===== config.mk =====
export PLATFORM = sky130hd
export DESIGN_NAME = dds_spi_master
export DESIGN_NICKNAME = d
export VERILOG_FILES = /design/src/rtl/dds_spi_pkg.sv /design/src/rtl/spi_half_tick.sv /design/src/rtl/dds_spi_master.sv
export SDC_FILE = /design/constraint.sdc
export NUM_CORES = 1
export LEC_CHECK = 0
export CAP_MARGIN = 15
export CORE_UTILIZATION = 35
export CTS_CLUSTER_SIZE = 10
export DETAILED_ROUTE_END_ITERATION = 8
export GPL_ROUTABILITY_DRIVEN = 0
export PLACE_DENSITY = 0.7
export SETUP_SLACK_MARGIN = 0.15
export SYNTH_ARGS = -nofsm -noshare
export SYNTH_HDL_FRONTEND = slang
export SYNTH_SLANG_ARGS = --single-unit
export TNS_END_PERCENT = 30

===== constraint.sdc =====
create_clock -name clk -period 1.97 [get_ports clk]
set_input_delay 0.2955 -clock clk [delete_from_list [all_inputs] [get_ports clk]]
set_output_delay 0.2955 -clock clk [all_outputs]
set_load 0.005 [all_outputs]

===== src/rtl/dds_spi_pkg.sv =====
// dds_spi_pkg: frame width, opcode set and FSM state encoding shared by the DDS SPI master.
package dds_spi_pkg;

   localparam int FRAME_BITS = 32;

   typedef enum logic [7:0] {
      OP_WRITE = 8'h01,
      OP_READ  = 8'h02,
      OP_CTRL  = 8'h03
   } op_t;

   typedef enum logic [2:0] {
      ST_IDLE  = 3'd0,
      ST_SETUP = 3'd1,
      ST_SHIFT = 3'd2,
      ST_HOLD  = 3'd3,
      ST_GAP   = 3'd4,
      ST_TRIG  = 3'd5
   } state_t;

endpackage


===== src/rtl/spi_half_tick.sv =====
// spi_half_tick: one-cycle tick every CLK_DIV cycles while enabled; the count
// is held at zero while disabled, so each enable starts a fresh full period.
module spi_half_tick
   import dds_spi_pkg::*;
#(
   parameter int CLK_DIV = 4
) (
   input  logic clk,
   input  logic rst,
   input  logic en,
   output logic tick
);
   localparam int CW = $clog2(CLK_DIV);

   logic [CW-1:0] cnt_q, cnt_d;

   assign tick = en && (cnt_q == CW'(CLK_DIV - 1));

   always_comb begin
      cnt_d = cnt_q + CW'(1);
      if (!en || tick) cnt_d = '0;
   end

   always_ff @(posedge clk) begin
      if (rst) cnt_q <= '0;
      else     cnt_q <= cnt_d;
   end

endmodule


===== src/rtl/dds_spi_master.sv =====
// dds_spi_master: SPI mode-0 initiator for the burst DDS CPLD plus its TRIG pulse.
// Define SPI_READBACK_EN to capture the last MISO byte of OP_READ frames into rd_data.
module dds_spi_master
   import dds_spi_pkg::*;
#(
   parameter int CLK_DIV     = 4,
   parameter int TRIG_CYCLES = 8
) (
   input  logic        clk,
   input  logic        rst,
   input  logic        cmd_valid,
   output logic        cmd_ready,
   input  logic [7:0]  cmd_op,
   input  logic [15:0] cmd_addr,
   input  logic [7:0]  cmd_data,
   input  logic        trig_req,
   output logic        busy,
   output logic        done,
   output logic [7:0]  rd_data,
   output logic        rd_valid,
   output logic        sck,
   output logic        mosi,
   input  logic        miso,
   output logic        spi_ce,
   output logic        trig
);
   localparam int TW = (TRIG_CYCLES > 1) ? $clog2(TRIG_CYCLES) : 1;

   state_t                state_q, state_d;
   logic [FRAME_BITS-1:0] shreg_q, shreg_d;
   logic [5:0]            half_q, half_d;
   logic [TW-1:0]         tcnt_q, tcnt_d;
   logic                  trig_pend_q, trig_pend_d;
   logic                  done_q, done_d;
   logic                  tick, frame_act, ce_act, accept, go_trig;

   assign frame_act = state_q inside {ST_SETUP, ST_SHIFT, ST_HOLD, ST_GAP};
   assign ce_act    = state_q inside {ST_SETUP, ST_SHIFT, ST_HOLD};

   spi_half_tick #(.CLK_DIV(CLK_DIV)) u_half_tick (
      .clk  (clk),
      .rst  (rst),
      .en   (frame_act),
      .tick (tick)
   );

   assign cmd_ready = (state_q == ST_IDLE) && !trig_pend_q;
   assign accept    = cmd_valid && cmd_ready;
   // A frame offered in the same IDLE cycle wins; the request then waits as pending.
   assign go_trig   = (state_q == ST_IDLE) && (trig_pend_q || trig_req) && !accept;

   always_comb begin
      state_d     = state_q;
      shreg_d     = shreg_q;
      half_d      = half_q;
      tcnt_d      = tcnt_q;
      done_d      = 1'b0;
      trig_pend_d = (trig_pend_q || trig_req) && !go_trig;
      case (state_q)
         ST_IDLE: begin
            if (accept) begin
               state_d = ST_SETUP;
               shreg_d = {cmd_op, cmd_addr, cmd_data};
               half_d  = '0;
            end else if (go_trig) begin
               state_d = ST_TRIG;
               tcnt_d  = '0;
            end
         end
         ST_SETUP: if (tick) state_d = ST_SHIFT;
         ST_SHIFT: begin
            if (tick) begin
               half_d = half_q + 6'd1;
               // End of a high phase is the falling SCK edge: present the next bit.
               if (!half_q[0]) shreg_d = {shreg_q[FRAME_BITS-2:0], 1'b0};
               if (half_q == 6'd63) state_d = ST_HOLD;
            end
         end
         ST_HOLD: if (tick) state_d = ST_GAP;
         ST_GAP: begin
            if (tick) begin
               state_d = ST_IDLE;
               done_d  = 1'b1;
            end
         end
         ST_TRIG: begin
            if (tcnt_q == TW'(TRIG_CYCLES - 1)) state_d = ST_IDLE;
            else                                 tcnt_d  = tcnt_q + TW'(1);
         end
         default: state_d = ST_IDLE;
      endcase
   end

   always_ff @(posedge clk) begin
      if (rst) begin
         state_q     <= ST_IDLE;
         shreg_q     <= '0;
         half_q      <= '0;
         tcnt_q      <= '0;
         trig_pend_q <= 1'b0;
         done_q      <= 1'b0;
      end else begin
         state_q     <= state_d;
         shreg_q     <= shreg_d;
         half_q      <= half_d;
         tcnt_q      <= tcnt_d;
         trig_pend_q <= trig_pend_d;
         done_q      <= done_d;
      end
   end

   assign busy   = (state_q != ST_IDLE) || done_q;
   assign done   = done_q;
   assign sck    = (state_q == ST_SHIFT) && !half_q[0];
   assign mosi   = ce_act && shreg_q[FRAME_BITS-1];
   assign spi_ce = !ce_act;
   assign trig   = (state_q == ST_TRIG);

`ifdef SPI_READBACK_EN
   logic [7:0] op_q, op_d, rx_q, rx_d, rd_data_q, rd_data_d;
   logic       rd_valid_q, rd_valid_d;

   // Rising edges of bits 24..31 happen on the ticks that leave odd halves 47..61.
   always_comb begin
      op_d       = op_q;
      rx_d       = rx_q;
      rd_data_d  = rd_data_q;
      rd_valid_d = 1'b0;
      if (accept) op_d = cmd_op;
      if ((state_q == ST_SHIFT) && tick && half_q[0] && (half_q >= 6'd47) && (half_q <= 6'd61))
         rx_d = {rx_q[6:0], miso};
      if (done_d && (op_q == OP_READ)) begin
         rd_data_d  = rx_q;
         rd_valid_d = 1'b1;
      end
   end

   always_ff @(posedge clk) begin
      if (rst) begin
         op_q       <= '0;
         rx_q       <= '0;
         rd_data_q  <= '0;
         rd_valid_q <= 1'b0;
      end else begin
         op_q       <= op_d;
         rx_q       <= rx_d;
         rd_data_q  <= rd_data_d;
         rd_valid_q <= rd_valid_d;
      end
   end

   assign rd_data  = rd_data_q;
   assign rd_valid = rd_valid_q;
`else
   logic unused_miso;

   assign unused_miso = miso;
   assign rd_data     = '0;
   assign rd_valid    = 1'b0;
`endif

endmodule


# Word-level counts from Yosys, hierarchy flattened
# Index checks and enable logic that the tools add are counted.
# word_totals
word_cells,81
register_bits,48
in_bits,37
# classes
n_eq_ne,20
n_addsub,3
n_bitwise,1
reduce_logical,29
n_mux,21
# op_table
operator,n
$mux 32,3
$pmux 32 s2,1
$mux 3,11
$pmux 3 s6,1
$mux 6,2
$ne 2x1->1 const B,6
$pmux 6 s2,1
$ne 2x2->1 const B,5
$eq 3x3->1 const B,3
$logic_and 1x1->1,8
$reduce_and 4->1,2
$reduce_and 7->1,1
$add 6x1->6 const B,1
$eq 3x2->1 const B,2
$eq 6x6->1 const B,1
$logic_not 1->1,6
$pmux 3 s2,1
$reduce_bool 3->1,2
$reduce_bool 2->1,2
$reduce_bool 4->1,1
$reduce_or 2->1,2
$add 3x1->3 const B,1
$eq 3x1->1 const B,1
$logic_not 3->1,1
7 further kinds,9

# Depth between registers and ports, before layout
# logic_depth
word_depth,8
mapped_depth,7
ltp_nobuf,5

# Modules after synthesis
# A second synthesis with hierarchy kept.
# hier_totals
cells_unflattened,253
hier_area_um2,2606.2
# modules_own_cells
module,cells_each,area_each_um2,instances
dds_spi_master,247,2519.9,1
spi_half_tick,6,86.3,1

# Least setup slack after synthesis
# No wires, ideal clock.
# synth_path
path_kind,register -> register
startpoint,register state_q[1]
endpoint,register half_q[4]
synth_period_minus_slack_ns,1.567
n_path_buf,1
stages_incl_launch_ff,5
t_arrival_ns,1.496
slack_ns,0.403
cell_sequence,dfxtp_1 or3b_1 buf_2 or4_1 a21oi_1
# synth_via
elab_chain_cells,5
word_cells_on_any_way,14
classes_between,eq/ne: 6; mux: 1; reduce/logical: 7
# synth_rtl
element,line,source
"start, declared",dds_spi_master.sv:29,"state_t state_q, state_d;"
"start signal, assigned",dds_spi_master.sv:103,state_q <= state_d;
$eq 3x1->1 (tied with other cells),dds_spi_master.sv:37,"assign frame_act = state_q inside {ST_SETUP, ST_SHIFT, ST_HOLD, ST_GAP};"
$reduce_bool 4->1 / $logic_and 1x1->1 (equally long branches),"dds_spi_master.sv:37, dds_spi_master.sv:47",
$logic_and 1x1->1 (on tied branches),"spi_half_tick.sv:17, dds_spi_master.sv:48",
$ne 2x1->1 (no source line) / $ne 2x2->1 (equally long branches),-,
$reduce_and 3->1 (no source line),-,
"end signal, assigned",dds_spi_master.sv:105,half_q <= half_d;
"end, declared",dds_spi_master.sv:31,"logic [5:0] half_q, half_d;"
# Several ways; a longest one is shown, not always the timed one.
# A chain may end at the register's enable or synchronous reset.

# Worst setup path after layout
# layout_path
startpoint,register state_q[2]
endpoint,register half_q[4]
# Same word-level chain as after synthesis.

==> flow_summary.yaml <==
worst_setup_path:
  path_class: "reg2reg"
  r2r_start: "state_q[2]"
  required_ns: 2.21
  startpoint_type: "flip-flop"
  path_delay_family: "simple AND/OR/NAND/NOR gates"
  arrival_ns: 2.02
  r2r_slack_ns: 0.18
  crit_buf_inv: 2
  worstSetupEndpointType: "flip-flop"
  r2r_cells: 5
  critPathMaxStageDelay_ns: 0.50
  crit_chain: "buf_4 > or3b_4 > buf_6 > or4_1 > a21oi_1"
  r2r-end: "half_q[4]"
  crit_path_top_delay_cell: "or4_1"
  crit_fanout: 15
die:
  initial_utilization_pct: 36.5
  die_area_um2: 7030
  die_y_um: 83.9
  die_x_um: 83.9
  io_pins: 53
  num_rows: 29
  design.core.area_um2: 6420
clock_tree:
  clkTransAtPathRegs_ns: 0.10
  htreeDepth: 2
  hold_buffers: 0
  clock_sink_count: 48
  clk_latency_ns: 0.30
  cts_tree: "done"
  cts_root_buf: "clkbuf_8"
  numCtsBuffers: 5
  cts_max_path_buffers: 2
drt:
  via_count: 1909
  viasPerCell: 5.04
  wl_per_cell_um: 12.4
  wl_met3_um: 208
  highest_layer: "met4"
  drt.antenna.violating_nets: 0
  drc: 8
  finalWirelength_um: 4690
  route.met2.wl_um: 2130
  drtIter0Drc: 90
  wl_met1_um: 2330
  firstDrtPassIters: 6
yosys:
  synthFlopType: "dfxtp_1"
  ys_warn_count: 0
  yosysTopAreaCellShare_pct: 41.0
  syn-cell-area_um2: 2340
  async_flop_share_pct: 0
  netlist_instances: 259
  avgSynthCellArea_um2: 9.05
  ys_ff_latch: 48
  synth_edf_count: 0
  synth.area.top_cells: "dfxtp_1, mux2i_1, a211oi_1"
  yosysSeqAreaShare_pct: 41.0
  yosysTopAreaCell: "dfxtp_1"
  synth.top_cells.by_count: "dfxtp_1, nor2_1, a211oi_1"
  yosysMostFrequentCell: "dfxtp_1"
  yosysUniqueCellTypes: 42
worst_hold_path:
  min_to: "u_half_tick.cnt_q[0]"
  hold_class: "reg2reg"
  holdCritStartpoint: "u_half_tick.cnt_q[0]"
  hold_path_depth: 1
cells_and_area:
  fin_nets: 342
  fillerInstances: 618
  instances_no_fill: 379
  drive_above_1_share_pct: 11.9
  diodes: 0
  areaGrowthSynthToFinish_pct: 29.1
timing:
  rsz0062_at_grt: "true"
  finalWorstPathRequiredPeriod_ns: 1.79
  clock.fmax_mhz: 560
  tns_ns: 0
  finalClockSkew_ns: 0.00509
  fin_crit_sh_pct: 90.6
  drv_slew: 0
  tightest_slew_ns: 0.512
  hold_viol: 0
  setup_slack_ns: 0.185
  setup_viol: 0
  whs_ns: 0.428
  max_slew_margin_pct: 65.9
placement:
  port_buffers: 42
  pre_cts_slack_ns: 0.0516
  hpwl_um: 3140
  place_inst: 369
global_route:
  grt_pass1_vias: 1820
  grt_start_max_net_pins: 64
  grt_pass1_wl_um: 8410
  track_usage_pct: 14.6
  antenna_found_initial: 0
  grt_overflow: 0
power_and_ir_drop:
  vdd_drop_max_mv: 0.349
  power.density_nw_per_um2: 883
  p_leak_uw: 0.00135
status:
  violations: "DRC"
  status: "complete, but fails checks"
job:
  drv_cap: 0
-- what timing repair did --
item | 4_1_cts | 5_1_grt
cloned | 0 | 0
setup buffers | 2 | 0
endpoints found under the setup margin | 7 | 10
resized for setup | 17 | 7
pin swaps | 2 | 2
-- final cells by class --
| class | instances | area, um^2 | area share, % |
|---|---|---|---|
| Sequential cell | 48 | 970 | 32.0 |
| Multi-Input combinational cell | 187 | 1270 | 42.1 |
| Tap cell | 77 | 96.3 | 3.18 |
| Inverter | 4 | 15.0 | 0.496 |
| Clock buffer | 5 | 68.8 | 2.27 |
| Clock inverter | 3 | 47.5 | 1.57 |
| Timing Repair Buffer | 55 | 556 | 18.4 |
-- metrics by stage --
step | power (uW) | cell area, um^2 | util (%)
after global placement | 1900 | 2850 | 44.3
after floorplan | 1690 | 2370 | -
final | 2670 | 3030 | 47.1
after detailed placement | 1910 | 2850 | 44.3
after global routing | 2850 | 3030 | 47.1
after CTS | 2680 | 3010 | 46.8
-- worst max-delay path by stage --
stage | start | to | slack [ns] | cells after the start
finish | state_q[2] | half_q[4] | 0.18 | 5
global route | u_half_tick.cnt_q[0] | shreg_q[2] | 0.11 | 6
CTS | state_q[1] | trig | 0.05 | 4
detailed placement | cmd_valid | half_q[5] | 0.05 | 5
global placement | cmd_valid | half_q[5] | 0.05 | 5
floorplan | state_q[1] | half_q[4] | 0.40 | 4
-- state kept, by name, summed over array words and instances (netlist names) --
register           count
u_half_tick.cnt_q      2
shreg_q               32
state_q                3
done                   1
tcnt_q                 3
trig_pend_q            1
half_q                 6
-- cells by family after synthesis --
family                   Yosys count  share of synthesized area, %
other                              1                         0.160
AO/OA/AOI/OAI                     56                          17.3
multiplexers                      31                          13.2
adder cells (fa/ha/maj)            4                          2.13
flip-flops                        48                          41.0
buffers and inverters             32                          7.52
AND/OR/NAND/NOR                   83                          17.1
XOR/XNOR                           4                          1.49
-- power by group --
group	total, uW	internal (uW)	switching (uW)
clock network	731	383	348
logic	715	362	353
registers	1230	1130	100
-- layout by cell type (no fill, tap or decap), types with 5 or more instances in the layout --
cell / n
nor2_1: 45
dfxtp_1: 45
a211oi_1: 35
clkbuf_8: 5
buf_4: 8
nand2_1: 6
o21ai_0: 5
mux2i_1: 31
clkdlybuf4s50_1: 35
conb_1: 9
-- routing by layer --
layer  global-route usage [%]  up-vias
met1                     19.8      870
met4                     4.23        0
met2                     23.0       38
met3                     3.56        2
li1                         -      999
met5                        0        -
Note: power is estimated with default switching activity, not from simulation.
